--- config.mk ---
export PLATFORM = sky130hd
export DESIGN_NAME = pulse_burst_meter
export DESIGN_NICKNAME = d
export VERILOG_FILES = /design/src/rtl/pulse_burst_meter.sv
export SDC_FILE = /design/constraint.sdc
export NUM_CORES = 1
export LEC_CHECK = 0
export BUFFER_PORTS_ARGS = -buffer_cell sky130_fd_sc_hd__buf_2
export CAP_MARGIN = 20
export CORE_ASPECT_RATIO = 0.9
export CORE_MARGIN = 2
export CORE_UTILIZATION = 50
export DETAILED_ROUTE_END_ITERATION = 6
export PLACE_DENSITY = 0.8
export SETUP_SLACK_MARGIN = 0.2
export SLEW_MARGIN = 25
export SYNTH_ARGS = -nofsm -noshare
export SYNTH_HDL_FRONTEND = slang
export SYNTH_SLANG_ARGS = --single-unit
--- constraint.sdc ---
create_clock -name clock -period 4.1 [get_ports clock]
set_input_delay 0.82 -clock clock [delete_from_list [all_inputs] [get_ports clock]]
set_output_delay 0.82 -clock clock [all_outputs]
set_load 0.01 [all_outputs]
--- src/rtl/pulse_burst_meter.sv ---
// pulse_burst_meter: groups edges of an asynchronous pulse train into bursts.
// A burst ends once GAP consecutive low samples are seen after synchronisation.
// At burst end the pulse count, the last and the largest high-width, and an
// overflow flag are published, together with a one-cycle done strobe.
//
// Ports:
//   clock      rising-edge system clock
//   reset      synchronous active-high reset
//   signal     asynchronous pulse train input
//   active     high while a burst is in progress
//   done       one-cycle strobe on burst completion
//   count      pulses in the last completed burst
//   width      high-width of the last pulse in the last completed burst
//   max_width  largest high-width in the last completed burst
//   ovf        a counter saturated during the last completed burst
module pulse_burst_meter #(
    parameter int unsigned CNT_W = 8,
    parameter int unsigned WID_W = 8,
    parameter int unsigned GAP   = 4
) (
    input  logic             clock,
    input  logic             reset,
    input  logic             signal,
    output logic             active,
    output logic             done,
    output logic [CNT_W-1:0] count,
    output logic [WID_W-1:0] width,
    output logic [WID_W-1:0] max_width,
    output logic             ovf
);

    localparam int unsigned        GCNT_W   = 8;
    localparam logic [CNT_W-1:0]   PCNT_MAX = '1;
    localparam logic [WID_W-1:0]   HCNT_MAX = '1;
    // gcnt holds the low samples already seen; the burst ends on the GAP-th one
    localparam logic [GCNT_W-1:0]  GAP_LAST = GCNT_W'(GAP - 1);
    localparam bit                 GAP_ONE  = (GAP == 1);

    typedef enum logic [1:0] {
        ST_IDLE = 2'd0,
        ST_HIGH = 2'd1,
        ST_LOW  = 2'd2
    } state_e;

    state_e state_q, state_d;

    logic s1_q, s2_q, s3_q;
    logic rise;
    logic burst_end;

    logic [CNT_W-1:0]  pcnt_q, pcnt_d;
    logic [WID_W-1:0]  hcnt_q, hcnt_d;
    logic [WID_W-1:0]  lastw_q, lastw_d;
    logic [WID_W-1:0]  maxw_q, maxw_d;
    logic [GCNT_W-1:0] gcnt_q, gcnt_d;
    logic              ovf_acc_q, ovf_acc_d;

    logic              active_q, active_d;
    logic              done_q, done_d;
    logic [CNT_W-1:0]  count_q, count_d;
    logic [WID_W-1:0]  width_q, width_d;
    logic [WID_W-1:0]  max_width_q, max_width_d;
    logic              ovf_q, ovf_d;

    assign rise = s2_q & ~s3_q;

    // Burst terminates on the GAP-th consecutive low sample of s2
    assign burst_end = (!s2_q) &&
                       (((state_q == ST_HIGH) && GAP_ONE) ||
                        ((state_q == ST_LOW) && (gcnt_q == GAP_LAST)));

    // State register
    always_ff @(posedge clock) begin
        if (reset) begin
            state_q <= ST_IDLE;
        end else begin
            state_q <= state_d;
        end
    end

    // Next-state logic
    always_comb begin
        state_d = state_q;
        unique case (state_q)
            ST_IDLE: if (rise) state_d = ST_HIGH;
            ST_HIGH: if (!s2_q) state_d = burst_end ? ST_IDLE : ST_LOW;
            ST_LOW: begin
                // in LOW, s2 was low last cycle, so s2 high is always a rise
                if (s2_q)           state_d = ST_HIGH;
                else if (burst_end) state_d = ST_IDLE;
            end
            default: state_d = ST_IDLE;
        endcase
    end

    // Counter and result update logic
    always_comb begin
        pcnt_d      = pcnt_q;
        hcnt_d      = hcnt_q;
        lastw_d     = lastw_q;
        maxw_d      = maxw_q;
        gcnt_d      = gcnt_q;
        ovf_acc_d   = ovf_acc_q;
        done_d      = 1'b0;
        count_d     = count_q;
        width_d     = width_q;
        max_width_d = max_width_q;
        ovf_d       = ovf_q;

        unique case (state_q)
            ST_IDLE: begin
                if (rise) begin
                    pcnt_d    = CNT_W'(1);
                    hcnt_d    = WID_W'(1);
                    maxw_d    = '0;
                    ovf_acc_d = 1'b0;
                end
            end
            ST_HIGH: begin
                if (s2_q) begin
                    if (hcnt_q == HCNT_MAX) ovf_acc_d = 1'b1;
                    else                    hcnt_d    = hcnt_q + WID_W'(1);
                end else begin
                    lastw_d = hcnt_q;
                    maxw_d  = (hcnt_q > maxw_q) ? hcnt_q : maxw_q;
                    gcnt_d  = GCNT_W'(1);
                end
            end
            ST_LOW: begin
                if (s2_q) begin
                    if (pcnt_q == PCNT_MAX) ovf_acc_d = 1'b1;
                    else                    pcnt_d    = pcnt_q + CNT_W'(1);
                    hcnt_d = WID_W'(1);
                end else if (!burst_end) begin
                    gcnt_d = gcnt_q + GCNT_W'(1);
                end
            end
            default: ;
        endcase

        // Publish using the updated width trackers so a HIGH->IDLE end is covered
        if (burst_end) begin
            done_d      = 1'b1;
            count_d     = pcnt_q;
            width_d     = lastw_d;
            max_width_d = maxw_d;
            ovf_d       = ovf_acc_d;
        end

        active_d = (state_d != ST_IDLE);
    end

    // Synchroniser, counters and registered outputs
    always_ff @(posedge clock) begin
        if (reset) begin
            s1_q        <= 1'b0;
            s2_q        <= 1'b0;
            s3_q        <= 1'b0;
            pcnt_q      <= '0;
            hcnt_q      <= '0;
            lastw_q     <= '0;
            maxw_q      <= '0;
            gcnt_q      <= '0;
            ovf_acc_q   <= 1'b0;
            active_q    <= 1'b0;
            done_q      <= 1'b0;
            count_q     <= '0;
            width_q     <= '0;
            max_width_q <= '0;
            ovf_q       <= 1'b0;
        end else begin
            s1_q        <= signal;
            s2_q        <= s1_q;
            s3_q        <= s2_q;
            pcnt_q      <= pcnt_d;
            hcnt_q      <= hcnt_d;
            lastw_q     <= lastw_d;
            maxw_q      <= maxw_d;
            gcnt_q      <= gcnt_d;
            ovf_acc_q   <= ovf_acc_d;
            active_q    <= active_d;
            done_q      <= done_d;
            count_q     <= count_d;
            width_q     <= width_d;
            max_width_q <= max_width_d;
            ovf_q       <= ovf_d;
        end
    end

    assign active    = active_q;
    assign done      = done_q;
    assign count     = count_q;
    assign width     = width_q;
    assign max_width = max_width_q;
    assign ovf       = ovf_q;

endmodule

# Word-level counts from Yosys, hierarchy flattened

Index checks and enable logic that the tools add are counted.

Output and inout port bits: 27
Register bits after elaboration: 73
Bits of input ports: 3

Muxes and demuxes: 31
$add $sub $neg: 3
Equal/unequal tests: 13
Reduce and logical (&&, ||, !) cells: 11
Order comparisons: 1
Bitwise logic cells: 2

Operators with widths:

| cell                                                 | count |
|---|---|
| 2-to-1 mux 8 bit                                     | 14 |
| case mux 8 bit (2 select lines)                      | 3 |
| adder 8 x 1 -> 8 bit (second input constant)         | 3 |
| case mux 8 bit (3 select lines)                      | 1 |
| equality test 8 bit (second input constant)          | 2 |
| != test 2 bit (second input constant)                | 8 |
| 2-to-1 mux 2 bit                                     | 5 |
| equality test 8 x 2 -> 1 bit (second input constant) | 1 |
| > comparator 8 bit                                   | 1 |
| AND reduction 4 bit                                  | 2 |
| 2-to-1 mux 1 bit                                     | 6 |
| case mux 2 bit (3 select lines)                      | 1 |
| nonzero test 2 bit                                   | 3 |
| AND reduction 5 bit                                  | 1 |
| case mux 1 bit (3 select lines)                      | 1 |
| nonzero test 3 bit                                   | 1 |
| equality test 2 x 1 -> 1 bit (second input constant) | 1 |
| equality test 2 bit (second input constant)          | 1 |
| logical AND 1 bit                                    | 2 |
| logical NOT 2 bit                                    | 1 |
| AND 1 bit                                            | 1 |
| logical NOT 1 bit                                    | 1 |
| NOT 1 bit                                            | 1 |

# Logic depth before layout (Yosys ltp)

Depth after elaboration: 7
Mapped depth: 8
Mapped depth without buffers: 8

# Worst setup path after synthesis

OpenSTA, ideal clock, no wires.

Kind: register -> register
Start: register gcnt_q[0]
End: register count_q[1] (netlist: count[1])
Slack: 2.092 ns
Data required time: 3.968 ns
Cell stages (with the launch flop): 8
Clock period less this slack: 2.008 ns
Arrival: 1.876 ns
Library setup time: 0.132 ns
Path through: dfxtp_1 -> ha_1 -> or4b_4 -> or4_4 -> buf_6 -> buf_8 -> nand2_1 -> a21oi_1

Cells in the longest elaborated chain, start to end: 3

Ends and longest elaborated chain:

| item                         | line | RTL |
|---|---|---|
| start: declaration           | 55   | `logic [GCNT_W-1:0] gcnt_q, gcnt_d;` |
| start signal: assignment     | 179  | `gcnt_q <= gcnt_d;` |
| equality test 8 x 2 -> 1 bit | 70   | `((state_q == ST_LOW) && (gcnt_q == GAP_LAST)));` |
| logical AND 1 bit            | 70   |  |
| logical AND 1 bit            | 68   | `assign burst_end = (!s2_q) &&` |
| end signal: assignment       | 183  | `count_q <= count_d;` |
| end: declaration             | 60   | `logic [CNT_W-1:0] count_q, count_d;` |

No other way between the ends.
A chain may end at the register's enable or synchronous reset.

# Worst setup path after layout

Start: register s2_q
End: register maxw_q[1]

Cells in the longest elaborated chain, start to end: 3
Elaborated cells on any way between the ends: 4
Classes of those cells: mux (3); bitwise (1)

Ends and longest elaborated chain:

| item                                | line | RTL |
|---|---|---|
| start: declaration                  | 47   | `logic s1_q, s2_q, s3_q;` |
| start signal: assignment            | 173  | `s2_q <= s1_q;` |
| AND 1 bit                           | 65   | `assign rise = s2_q & ~s3_q;` |
| 2-to-1 mux 8 bit                    | 112  | `if (rise) begin` |
| case mux 8 bit (2 select lines) (*) | 110  | `unique case (state_q)` |
| end signal: assignment              | 178  | `maxw_q <= maxw_d;` |
| end: declaration                    | 54   | `logic [WID_W-1:0] maxw_q, maxw_d;` |

Mark *: on every way between the ends. The rest lies on a longest branch, timed or not.

==> key figures <==
Detailed routing
  – Via count: 2463
  – DRC errors left: 0
  – WL final: 6000 µm
  – Via density: 5.39
  – Drt first pass iters: 4
  – Post-DRT Antenna Nets: 0
  – DR iter-0 viols: 136
  – Avg WL per Cell: 13.1 µm

Yosys
  – Post-Syn Instances: 355
  – Synth Net Count: 369
  – Largest cells by area after synthesis: dfxtp_1 47%, nor2_1 6.2%, nand2_1 5.7%
  – Most common cell in the netlist: dfxtp_1
  – Async SR Flop Fraction: 0%
  – Top cells by count, synth: 73 x dfxtp_1, 51 x nor2_1, 47 x nand2_1
  – Yosys warns: 0
  – Mapped cell area: 3110 µm²
  – Seq/Total Area, Yosys: 47.0%
  – Post-synth EDFFs: 0
  – Post-synth top area cell: dfxtp_1
  – Count of cell types in the netlist: 42
  – Avg Cell Area, Syn: 8.75 µm²
  – Yosys top cell area share: 47.0%
  – Ys flop type: dfxtp_1
  – Yosys reg bits: 73

Power and ir drop
  – Cell Int Power: 1.07 mW
  – Power per Cell Area: 392 nW/µm²
  – Combinational power share: 2.7%
  – Reg power frac: 52.3%
  – Clk pwr share: 45.0%
  – VDD IR-drop max: 297 µV
  – Leakage: 1.38 nW
  – Switching part of the total: 22.2%
  – P_sw: 0.305 mW

Place
  – IO buf count: 29
  – GPL Wtd Cong: 0.869
  – Detailed placer's ending HPWL: 4000 µm
  – Placed cell area: 3260 µm²

Hold path
  – Worst Hold Class: flip-flop to flip-flop
  – Hold path cells: 1
  – Min-delay src: s1_q
  – Hold Path End: s2_q

Critical path
  – Required time of the worst setup path: 4.35 ns
  – Worst r2r path cells: 5
  – R2R setup slack: 2.01 ns
  – CP Launch Type: flip-flop
  – Critical path class: flip-flop to flip-flop
  – Slowest CP cell: dfxtp_1
  – Delay of the slowest critical-path stage: 0.77 ns
  – Largest delay share family, worst path: simple AND/OR/NAND/NOR gates
  – Arr. time, crit path: 2.34 ns
  – Crit end category: flip-flop
  – Critical Path Most Common Cell: nor2_1
  – FF-to-FF Start: s2_q
  – Crit-path cells: nand2b_1, nor3_1, nor2_1, mux2i_1, nor2_1
  – Reg2reg end: maxw_q[1]
  – Crit Path Max Fanout: 18
  – Buffers & Inverters on Critical Path: 0

STA
  – Min Tclk post-route: 2.09 ns
  – RSZ-0062 raised after global routing: false
  – Final hold viol count: 0
  – Slew of the pin with the lowest slew margin: 0.697 ns
  – Clk_skew: 0.00701 ns
  – Tcrit/Tclk final: 50.9%
  – Highest Clock Rate: 479 MHz
  – Total negative setup slack: 0 ns
  – Slew headroom: 53.5%
  – Max Slew Vio Count: 0
  – Setup-failing EPs final: 0

GRT
  – Global-route wire length before repair: 10300 µm
  – Total GRT Usage: 19.0%
  – Vias in the first global route: 2271
  – Pin count of the biggest net entering global routing: 58
  – Antenna violations before repair: 0
  – Gr ovfl total: 0

Clocking
  – Clk root buf: clkbuf_8
  – H-tree depth: 3
  – Clock Pin Slew Worst Setup and Hold Paths: 0.08 ns
  – Clk_lat worst skew: 0.35 ns
  – Post-CTS setup repair buffer count: 0
  – Post_cts resized: 0
  – CTS tree: built
  – CTS Buf Count: 9
  – Clock Sinks: 73
  – Clock buffer depth: 2
  – Hold Buf Count CTS: 0

Run
  – Max Cap Violations: 0

Final layout
  – Final instance area: 3510 µm²
  – N_diodes: 0
  – Layout cells sized above 1: 15.1%
  – Area delta synth->final: 12.8%
  – Nets@finish: 394

Floorplanning
  – Die Width: 87.1 µm
  – Rows: 27
  – Starting Density: 51.1%
  – Ports: 30
  – Die ar.: 6860 µm²
  – Core area: 6080 µm²
  – Chip Height: 78.8 µm

Status
  – Status: finished clean
[cell families after synthesis]
logic type	share of synthesized area, %
AO/OA/AOI/OAI	11.6
multiplexers	4.83
flip-flops	47.0
adder cells (fa/ha/maj)	4.43
buffers and inverters	4.39
XOR/XNOR	3.95
AND/OR/NAND/NOR	23.8
[cell type report]
class,count,area [µm²]
fillers,542,2570
well taps,72,90.1
clock buffers,10,128
multi-input cells,253,1510
flip-flops and latches,73,1460
repair buffers,31,180
inverters,12,45.0
clock inverters,6,91.3
[worst max-delay path by stage]
| stage | from | end | slack [ns] | cells after the start |
|---|---|---|---|---|
| 3_5_place_dp | reset | active | 1.82 | 4 |
| 5_1_grt | gcnt_q[0] | width[7] | 1.85 | 6 |
| 2_1_floorplan | gcnt_q[0] | count[1] | 2.09 | 7 |
| 6_report | s2_q | maxw_q[1] | 2.01 | 5 |
| 3_3_place_gp | reset | active | 1.86 | 4 |
| 4_1_cts | gcnt_q[0] | ovf | 2.00 | 5 |
[registers in the layout (all words and copies together) (netlist names)]
name and count:
s2_q 1, max_width 8, maxw_q 8, s3_q 1, count 8, hcnt_q 8, gcnt_q 8, width 8
ovf_acc_q 1, state_q 2, done 1, lastw_q 8, active 1, ovf 1, s1_q 1, pcnt_q 8
[stage by stage]
stage | util (%) | power (mW) | hold slack, ns | setup WS (ns) | instances
CTS | 57.2 | 1.38 | 0.448 | 2.00 | 456
global route | 57.7 | 1.42 | 0.473 | 1.85 | 457
detailed placement | 53.6 | 0.769 | 0.430 | 1.82 | 440
floorplan | - | 0.761 | 0.414 | 2.09 | 355
global placement | 53.6 | 0.768 | 0.419 | 1.86 | 440
finish | 57.7 | 1.37 | 0.441 | 2.01 | 457
[placed cells by master (no fill, tap or decap), types with 10 or more instances in the layout]
master and n:
inv_1 12, nor2_1 51, dfxtp_1 73, ha_1 11, nand2_1 47, nand3_1 12
xor2_1 10, a21oi_1 33, mux2i_1 15, buf_2 29
[power groups by stage]
stage	Clock [mW]	Combinational (mW)	Sequential (mW)
3_3_place_gp	0	0.0328	0.735
6_report	0.619	0.0369	0.719
5_1_grt	0.663	0.0418	0.719
4_1_cts	0.632	0.0335	0.719
3_5_place_dp	0	0.0334	0.735
2_1_floorplan	0	0.0294	0.732
[metal layers]
layer	vias up	share of wire, %	track usage [%]
met1	1152	49	23.9
met5	-	0	0
met2	39	46	31.0
met3	9	3.4	5.61
met4	0	1.5	6.92
li1	1263	-	-
No activity file was read; power rests on OpenSTA's default activity.
